`config.mk`:
```
export PLATFORM = sky130hd
export DESIGN_NAME = stream_data_gen
export DESIGN_NICKNAME = d
export VERILOG_FILES = /design/src/rtl/stream_gen_pkg.sv /design/src/rtl/stream_lfsr.sv /design/src/rtl/stream_data_gen.sv
export SDC_FILE = /design/constraint.sdc
export NUM_CORES = 1
export LEC_CHECK = 0
export BUFFER_PORTS_ARGS = -buffer_cell sky130_fd_sc_hd__buf_2
export CELL_PAD_IN_SITES_DETAIL_PLACEMENT = 1
export CELL_PAD_IN_SITES_GLOBAL_PLACEMENT = 2
export CORE_MARGIN = 5
export CORE_UTILIZATION = 36
export CTS_CLUSTER_SIZE = 20
export DETAILED_ROUTE_END_ITERATION = 7
export HOLD_SLACK_MARGIN = 0.15
export PLACE_DENSITY = 0.78
export SETUP_SLACK_MARGIN = 0.05
export SYNTH_ARGS = -nofsm -noshare
export SYNTH_HDL_FRONTEND = slang
export SYNTH_HIERARCHICAL = 1
export SYNTH_SLANG_ARGS = --single-unit
```
`constraint.sdc`:
```
create_clock -name clk -period 2.7 [get_ports clk]
set_input_delay 0.54 -clock clk [delete_from_list [all_inputs] [get_ports clk]]
set_output_delay 0.54 -clock clk [all_outputs]
set_load 0.01 [all_outputs]
```
`src/rtl/stream_gen_pkg.sv`:
```
// stream_gen_pkg: pattern modes, FSM states and the Fibonacci LFSR tap table
package stream_gen_pkg;
  typedef enum logic [1:0] {MODE_CNT, MODE_LFSR, MODE_CONST, MODE_WALK} mode_t;
  typedef enum logic [1:0] {S_IDLE, S_SEND, S_GAP, S_DONE} state_t;
  function automatic logic [63:0] lfsr_taps(input int w);
    return w == 8  ? 64'h0000_0000_0000_00B8 :
           w == 16 ? 64'h0000_0000_0000_D008 :
           w == 32 ? 64'h0000_0000_8020_0003 : 64'hD800_0000_0000_0000;
  endfunction
  function automatic logic [63:0] lfsr_next(input logic [63:0] q, input int w);
    logic [63:0] msk;
    msk = w == 64 ? '1 : (64'd1 << w) - 64'd1;
    return ((q << 1) | {63'd0, ^(q & lfsr_taps(w))}) & msk;
  endfunction
endpackage

```
`src/rtl/stream_lfsr.sv`:
```
// stream_lfsr: DATA_W-bit maximal-length Fibonacci LFSR with load and advance
module stream_lfsr
  import stream_gen_pkg::*;
#(
  parameter int DATA_W = 32
) (
  input  logic              clk,
  input  logic              rst_async_n,
  input  logic              load,
  input  logic              adv,
  input  logic [DATA_W-1:0] seed,
  output logic [DATA_W-1:0] q
);
  // load the seed (zero would lock the register up), otherwise step on advance
  always_ff @(posedge clk or negedge rst_async_n)
    if (!rst_async_n) q <= '0;
    else if (load) q <= seed == '0 ? DATA_W'(1) : seed;
    else if (adv) q <= DATA_W'(lfsr_next(64'(q), DATA_W));
endmodule

```
`src/rtl/stream_data_gen.sv`:
```
// stream_data_gen: ap_ctrl_hs stream pattern generator (counter/LFSR/constant/walking-one)
module stream_data_gen
  import stream_gen_pkg::*;
#(
  parameter int          DATA_W     = 32,
  parameter int          NUM_WORDS  = 1024,
  parameter logic [63:0] SEED       = 64'd1,
  parameter int          GAP_CYCLES = 0
) (
  input  logic              clk,
  input  logic              rst_async_n,
  input  logic              ap_start,
  input  logic [1:0]        mode,
  output logic              ap_done,
  output logic              ap_idle,
  output logic              ap_ready,
  output logic [DATA_W-1:0] Output_1_V_V,
  output logic              Output_1_V_V_ap_vld,
  input  logic              Output_1_V_V_ap_ack,
  output logic [23:0]       word_cnt
);
  localparam logic [23:0]       LAST     = 24'(NUM_WORDS - 1);
  localparam logic [7:0]        GAP_LAST = 8'(GAP_CYCLES - 1);
  localparam logic [DATA_W-1:0] SEED_W   = DATA_W'(SEED);
  if (DATA_W != 8 && DATA_W != 16 && DATA_W != 32 && DATA_W != 64) begin : g_bad_width
    $error("stream_data_gen: DATA_W must be 8, 16, 32 or 64");
  end
  state_t            state, state_nx;
  mode_t             mode_q;
  logic [1:0]        rst_sync;
  logic [DATA_W-1:0] pat, lfsr_q;
  logic [7:0]        gap_cnt;
  logic              start_ok, xfer;
  assign start_ok = state == S_IDLE && ap_start && rst_sync[1];
  assign xfer     = state == S_SEND && Output_1_V_V_ap_ack;
  // two-flop release so no start is taken while reset is still settling
  always_ff @(posedge clk or negedge rst_async_n)
    if (!rst_async_n) rst_sync <= '0;
    else rst_sync <= {rst_sync[0], 1'b1};
  // state register
  always_ff @(posedge clk or negedge rst_async_n)
    if (!rst_async_n) state <= S_IDLE;
    else state <= state_nx;
  // next-state: a transfer ends the run, opens a gap, or goes straight to the next word
  always_comb
    state_nx = state == S_IDLE ? (start_ok ? S_SEND : S_IDLE) :
               state == S_SEND ? (!xfer ? S_SEND : word_cnt == LAST ? S_DONE :
                                  GAP_CYCLES > 0 ? S_GAP : S_SEND) :
               state == S_GAP  ? (gap_cnt == GAP_LAST ? S_SEND : S_GAP) : S_IDLE;
  // outputs decoded from state; data comes from the LFSR only in LFSR mode
  always_comb begin
    ap_idle             = state == S_IDLE;
    ap_done             = state == S_DONE;
    ap_ready            = start_ok;
    Output_1_V_V_ap_vld = state == S_SEND;
    Output_1_V_V        = mode_q == MODE_LFSR ? lfsr_q : pat;
  end
  // run datapath: mode latch, word count, gap timer and the inline patterns
  always_ff @(posedge clk or negedge rst_async_n)
    if (!rst_async_n) begin
      mode_q   <= MODE_CNT;
      word_cnt <= '0;
      pat      <= '0;
      gap_cnt  <= '0;
    end else begin
      gap_cnt <= state == S_GAP ? gap_cnt + 8'd1 : 8'd0;
      if (start_ok) begin
        mode_q   <= mode_t'(mode);
        word_cnt <= '0;
        pat      <= mode == MODE_WALK ? DATA_W'(1) : SEED_W;
      end else if (xfer) begin
        word_cnt <= word_cnt + 24'd1;
        pat      <= mode_q == MODE_CNT  ? pat + DATA_W'(1) :
                    mode_q == MODE_WALK ? {pat[DATA_W-2:0], pat[DATA_W-1]} : pat;
      end
    end
  stream_lfsr #(.DATA_W(DATA_W)) u_lfsr (
    .clk         (clk),
    .rst_async_n (rst_async_n),
    .load        (start_ok),
    .adv         (xfer),
    .seed        (SEED_W),
    .q           (lfsr_q)
  );
endmodule

```
==> results of run 1 <==
## logic make-up after synthesis
| family | Yosys count |
|---|---|
| other | 2 |
| multiplexers | 56 |
| AO/OA/AOI/OAI | 131 |
| adder cells (fa/ha/maj) | 3 |
| AND/OR/NAND/NOR | 247 |
| flip-flops | 102 |
| buffers and inverters | 53 |
| XOR/XNOR | 40 |
## per-layer routing
layer  vias up  global-route usage (%)
met5         -                       0
met4         0                    7.22
met3        22                    2.50
met2        76                    30.9
met1      2531                    24.2
li1       2424                       -
## placed cells by master, fill, tap and decap left out, types with 3 or more instances in the layout
cell type,netlist,layout
nor3_1,4,4
ha_1,3,3
and2_1,4,4
nand2_1,93,93
and3_1,4,4
nor2_1,52,52
nand4_1,19,19
dfrtp_1,102,102
o211ai_1,3,3
xnor2_1,11,11
a31oi_1,10,10
conb_1,2,65
a21oi_1,13,13
inv_1,15,13
or3_1,3,3
o21ai_0,73,73
buf_2,8,64
and4_1,4,4
clkbuf_16,0,9
buf_4,4,15
o221ai_1,4,4
nand3_1,29,29
mux2_2,23,23
o22ai_1,3,3
xor2_1,28,28
a22oi_1,7,7
mux2i_1,33,33
nor4_1,14,14
## power groups by stage
stage          clock (mW)  sequential [mW]  combinational (mW)
6_report             1.25             2.48                2.18
5_1_grt              1.35             2.55                2.44
4_1_cts              1.30             2.48                2.23
3_5_place_dp            0             2.51                2.21
3_3_place_gp            0             2.47                2.16
2_1_floorplan           0             2.31                1.48
## metrics by stage
stage / setup WS [ps] / power [mW] / util [%]
after detailed placement: 522 / 4.72 / 41.7
after floorplan: 518 / 3.78 / -
final: 283 / 5.91 / 43.5
after global placement: 579 / 4.63 / 41.7
after global routing: 232 / 6.34 / 43.5
after CTS: 294 / 6.00 / 43.5
## state kept, by name, summed over array words and instances (netlist names)
register	flops
gap_cnt	8
mode_q	2
pat	32
rst_sync	2
state	2
u_lfsr/q	32
word_cnt	24
## worst min-delay path by stage
stage	from	to	slack, ps	cells after the start
floorplan	rst_async_n	gap_cnt[0]$_DFF_PN0_	240	0
CTS	rst_async_n	u_lfsr/q[16]$_DFFE_PN0P_	200	1
finish	rst_async_n	u_lfsr/q[17]$_DFFE_PN0P_	180	1
global placement	rst_sync[0]$_DFF_PN0_	rst_sync[1]$_DFF_PN0_	330	0
detailed placement	rst_sync[0]$_DFF_PN0_	rst_sync[1]$_DFF_PN0_	340	0
global route	rst_async_n	u_lfsr/q[17]$_DFFE_PN0P_	230	1
## layout make-up
type	count	share of cell area, %
repair buffers	81	6.90
inverters	15	0.821
well taps	216	3.94
flip-flops and latches	102	37.2
clock buffers	11	3.40
multi-input cells	542	47.1
clock inverters	5	0.602
==> results.md, run 1 <==
- Worst path required time: 2160 ps
- Vias in the first global route: 5346
- Sum Neg Setup Slack: 0 ps
- Crit path max fanout: 41
- Synth Flop Type: dfrtp_1
- XOR/XNOR share of the synthesized area: 6.34%
- GPL Wtd Cong: 0.835
- WS Path Type: flip-flop to primary output
- Hold buffers post-CTS: 0
- I/O pin total: 66
- Clock slew at reported path FFs: 70 ps
- Min Hold Slack: 185 ps
- P&R area growth vs syn: 19.0%
- Worst Tran Pin Value: 639 ps
- Post-layout min period: 2420 ps
- Number of max-cap violations: 0
- Initial antenna violation count: 0
- Inst Count DP: 956
- Final Slew Violations: 0
- Worst Path Arrival: 1880 ps
- Seq/Total Area, Yosys: 44.3%
- Number of antenna diodes: 0
- First-pass GRT wire length: 27600 um
- Detail Route Antenna Nets: 0
- Yosys top cell by area: dfrtp_1
- Post-synth EDFFs: 0
- Post-CTS sizing: 0
- Part of the power in registers: 41.9%
- Ys async rst share: 100%
- R2r endpoint: pat[26]$_DFFE_PN0P_
- Root Driver: clkbuf_16
- R2R Setup Slk: 520 ps
- Clock buffer depth: 2
- Wirelength, routed: 16400 um
- PwrDens: 863 nW/um2
- Number of distinct library cells after synthesis: 61
- Drt wl/cell: 16.9 um
- Worst path bufs/invs: 2
- Die Height: 137 um
- Worst flop-to-flop path startpoint: pat[0]$_DFFE_PN0P_
- Nature of the critical path endpoint: primary output
- Critical Path Stages: 4
- Vias per cell: 5.20
- Vias: 5053
- CP cell instances: nor2b_4 > buf_12 > o21ai_0 > buf_2
- DR pass1 iterations: 4
- Int Power: 3.52 mW
- Crit path launch: mode_q[0]$_DFFE_PN0P_
- PortBufs: 65
- Top Family by Delay on Critical Path: compound AO/OA/AOI/OAI gates
- Clock Skew: 12.2 ps
- GRT overflow: 0
- Layout Nets: 760
- Yosys top cell area share: 44.3%
- Clk_lat worst skew: 350 ps
- Sequential cell area: 2550 um2
- Drt initial violations: 225
- Slew headroom: 57.4%
- Leak: 3.12 nW
- Post-Synthesis Cells: 634
- Max incr delay on CP: 470 ps
- Dpl hpwl: 11700 um
- Multi-input logic area: 3230 um2
- Synth cell count leaders: dfrtp_1, nand2_1, o21ai_0, nor2_1, mux2i_1
- Unrepaired setup endpoints after global routing: false
- Met3 Routed Length: 374 um
- Die Wd: 137 um
- CTS tree: yes
- CTS Sinks: 102
- Core box area: 15800 um2
- Wl on met1: 7740 um
- Synth Register Bits: 102
- Ranking of synthesized cells by area: dfrtp_1, o21ai_0, nand2_1, mux2i_1, mux2_2
- Post-synthesis mux area share: 10.2%
- Worst setup path endpoint: Output_1_V_V[24]
- WL met2: 7960 um
- Peak VDD IR: 0.424 mV
- Initial Util: 36.5%
- Final setup violation count: 0
- Peak Freq: 414 MHz
- Crit start category: flip-flop
- Worst Reg-to-Reg Cells: 6
- Cell Rows: 46
- Post-Layout Cell Count: 972
- Hold Violations, Final: 0
- Top-count cell post-synth: dfrtp_1
- Total Routing Usage GR: 18.5%
- Simple-Gate Fraction of Synth Area: 21.0%
- Fill cells: 1898
- Clk pwr share: 21.2%
- Switching power: 2.39 mW
- Max H-tree Level: 3
- Outcome: completed
- Share of post-route cells with drive strength above 1: 17.2%
- Compound-Gate Fraction of Synth Area: 13.5%
- Largest net degree at the start of global routing: 55
- Hold Crit Class: primary input to async pin
- Adder-cell area share of the yosys netlist: 0.651%
- Top Metal Used: met4
- Die area: 18600 um2
- Sw Ratio: 40.4%
- Cts bufs inserted: 9
- Period Utilization, post-route: 89.5%
- Drt drc: 0
- Syn. warnings: 6
- Dpl cell area: 6580 um2
- Main combinational cell family by area after synthesis: simple AND/OR/NAND/NOR gates
- Logic pwr share: 36.9%
- Avg Cell Area, Syn: 9.09 um2
- Syn Std Cell Area: 5760 um2
- Buffers inserted during post-CTS setup optimization: 0
- Crit-path slowest cell: o21ai_0
- Final Instance Area: 6850 um2
Note: power is estimated with default switching activity, not from simulation.
==> inputs of run 2 (changes only) <==
--- a/config.mk
+++ b/config.mk
@@ -6,15 +6,15 @@
 export NUM_CORES = 1
 export LEC_CHECK = 0
 export BUFFER_PORTS_ARGS = -buffer_cell sky130_fd_sc_hd__buf_2
-export CELL_PAD_IN_SITES_DETAIL_PLACEMENT = 1
-export CELL_PAD_IN_SITES_GLOBAL_PLACEMENT = 2
+export CELL_PAD_IN_SITES_DETAIL_PLACEMENT = 0
+export CELL_PAD_IN_SITES_GLOBAL_PLACEMENT = 1
 export CORE_MARGIN = 5
-export CORE_UTILIZATION = 36
+export CORE_UTILIZATION = 40
 export CTS_CLUSTER_SIZE = 20
 export DETAILED_ROUTE_END_ITERATION = 7
 export HOLD_SLACK_MARGIN = 0.15
-export PLACE_DENSITY = 0.78
-export SETUP_SLACK_MARGIN = 0.05
+export PLACE_DENSITY = 0.71
+export SETUP_SLACK_MARGIN = 0.5
 export SYNTH_ARGS = -nofsm -noshare
 export SYNTH_HDL_FRONTEND = slang
 export SYNTH_HIERARCHICAL = 1
==> run 2 against run 1 <==
Against the previous run:
- critical endpoint unchanged
- non-clock buffer count rose by 6
- critical path depth increased by 1
- via count down 2.7%
- largest cell class unchanged
- register-to-register slack better by 40 ps
==> results.md, run 2 (synthesized netlist as in run 1, its figures left out) <==
- Worst Reg-to-Reg Cells: 6 (unchanged)
- Worst hold path stage count: 0
- Outcome: completed (unchanged)
- Hold Crit Class: flip-flop to flip-flop (was primary input to async pin)
- Drt wl/cell: 15.7 um (was 16.9 um)
- GPL Wtd Cong: 0.814 (was 0.835)
- Crit start category: flip-flop (unchanged)
- R2r endpoint: pat[12]$_DFFE_PN0P_ (was pat[26]$_DFFE_PN0P_)
- GRT overflow: 0 (unchanged)
- Vias in the first global route: 4710 (was 5346)
- Worst flop-to-flop path startpoint: mode_q[1]$_DFFE_PN0P_ (was pat[0]$_DFFE_PN0P_)
- I/O pin total: 66 (unchanged)
- Sum Neg Setup Slack: 0 ps (unchanged)
- Die Height: 130 um (was 137 um)
- Peak Freq: 454 MHz (was 414 MHz)
- Post-layout min period: 2200 ps (was 2420 ps)
- Detail Route Antenna Nets: 0 (unchanged)
- Initial Util: 41.2% (was 36.5%)
- Period Utilization, post-route: 81.5% (was 89.5%)
- Final cell utilization of the core: 49.2% (was 43.5%)
- Cell Rows: 43 (was 46)
- Max H-tree Level: 3 (unchanged)
- Final Instance Area: 6880 um2 (was 6850 um2)
- Leak: 3.16 nW (was 3.12 nW)
- Hold Crit Start: rst_sync[0]$_DFF_PN0_
- PortBufs: 65 (unchanged)
- Clock Skew: 7.66 ps (was 12.2 ps)
- Crit path max fanout: 11 (was 41)
- Root Driver: clkbuf_16 (unchanged)
- Share of post-route cells with drive strength above 1: 18.0% (was 17.2%)
- Dpl cell area: 6530 um2 (was 6580 um2)
- Wirelength, routed: 14800 um (was 16400 um)
- Drt initial violations: 386 (was 225)
- Final Slew Violations: 0 (unchanged)
- R2R Setup Slk: 560 ps (was 520 ps)
- Fill cells: 1382 (was 1898)
- Hold endpoint: rst_sync[1]$_DFF_PN0_
- Worst path required time: 2160 ps (about the same)
- Nature of the critical path endpoint: primary output (unchanged)
- DR pass1 iterations: 4 (unchanged)
- Clock buffer depth: 2 (unchanged)
- Most frequent cells in the layout: dfrtp_1, nand2_1, o21ai_0 (unchanged)
- Dpl hpwl: 10200 um (was 11700 um)
- Die area: 16900 um2 (was 18600 um2)
- Worst Tran Pin Value: 603 ps (was 639 ps)
- Clk_lat worst skew: 350 ps (about the same)
- Regs by FF count: pat x32, u_lfsr/q x32, word_cnt x24 (unchanged)
- Layout Nets: 766 (was 760)
- Cts bufs inserted: 9 (unchanged)
- PwrDens: 854 nW/um2 (was 863 nW/um2)
- Number of antenna diodes: 0 (unchanged)
- Largest net degree at the start of global routing: 54 (was 55)
- Drt drc: 0 (unchanged)
- First-pass GRT wire length: 24200 um (was 27600 um)
- WS Path Type: flip-flop to primary output (unchanged)
- Die Wd: 130 um (was 137 um)
- Worst Path Arrival: 1660 ps (was 1880 ps)
- CTS tree: yes (unchanged)
- Vias: 4917 (was 5053)
- Total Routing Usage GR: 18.0% (was 18.5%)
- Clock slew at reported path FFs: 60 ps (was 70 ps)
- Most common cell after layout, fill and taps aside: dfrtp_1 (unchanged)
- P&R area growth vs syn: 19.4% (was 19.0%)
- Number of max-cap violations: 0 (unchanged)
- Core box area: 14000 um2 (was 15800 um2)
- Unrepaired setup endpoints after global routing: true (was false)
- Vias per cell: 5.23 (was 5.20)
- CTS Sinks: 102 (unchanged)
- Hold Violations, Final: 0 (unchanged)
- Slew headroom: 59.7% (was 57.4%)
- Final setup violation count: 0 (unchanged)
- Initial antenna violation count: 0 (unchanged)
- Peak VDD IR: 0.406 mV (was 0.424 mV)
==> run 2: cell count changes in the layout (fill, tap and decap cells not counted), sizes merged <==
cell and change:
clkinvlp -2, inv -2, clkinv +1, clkbuf +2
dlygate4sd3 +1, buf +4
==> run 2: report_power, final <==
part	switching (mW)	leakage, nW	internal (mW)	total (mW)
clock network	0.548	0.128	0.638	1.19
registers	0.491	1.34	1.95	2.44
logic	1.24	1.68	1.01	2.25
==> run 2: area by class of cell <==
| cell class | count | area, um2 | area share (%) |
|---|---|---|---|
| repair buffers | 87 | 551 | 8.00 |
| clock inverters | 2 | 10.0 | 0.145 |
| flip-flops and latches | 102 | 2550 | 37.1 |
| well taps | 180 | 225 | 3.27 |
| multi-input cells | 542 | 3240 | 47.0 |
| clock buffers | 12 | 246 | 3.58 |
| inverters | 15 | 56.3 | 0.818 |
==> run 2: metrics by stage <==
step	instances	power (mW)	hold slack (ps)	setup slack [ps]
finish	940	5.88	360	499
detailed placement	921	4.61	348	448
global route	940	6.30	367	457
CTS	938	5.88	362	497
global placement	921	4.57	332	526
floorplan	697	3.78	244	518
==> run 2: worst max path at each step <==
stage          slack [ps]                  endpoint             startpoint
6_report              500          Output_1_V_V[24]  mode_q[0]$_DFFE_PN0P_
3_5_place_dp          450       pat[31]$_DFFE_PN0P_    Output_1_V_V_ap_ack
4_1_cts               500          Output_1_V_V[25]  mode_q[1]$_DFFE_PN0P_
5_1_grt               460       pat[26]$_DFFE_PN0P_     pat[0]$_DFFE_PN0P_
2_1_floorplan         520  u_lfsr/q[16]$_DFFE_PN0P_               ap_start
3_3_place_gp          530       pat[14]$_DFFE_PN0P_    Output_1_V_V_ap_ack
==> run 2: critical path: stages (launching register included) <==
cell	delay (ps)
dfrtp_2	400
nor2b_4	150
buf_4	150
clkbuf_16	160
o21ai_1	260
buf_2	200
==> run 2: layer usage <==
metal | global-route usage (%) | vias up | part of all wire (%)
li1 | - | 2439 | -
met3 | 2.74 | 17 | 4.2
met5 | 0 | - | 0
met1 | 27.0 | 2349 | 50
met2 | 26.3 | 112 | 44
met4 | 6.30 | 0 | 1.7
==> run 2: repair_timing <==
| action | 4_1_cts | 5_1_grt |
|---|---|---|
| hold buffers | 1 | 0 |
| setup endpoints to repair | 25 | 26 |
| pin swaps | 0 | 1 |
| resized for setup | 9 | 2 |
| hold endpoints to repair | 28 | 0 |
| setup buffers | 2 | 1 |
| gates cloned | 0 | 1 |
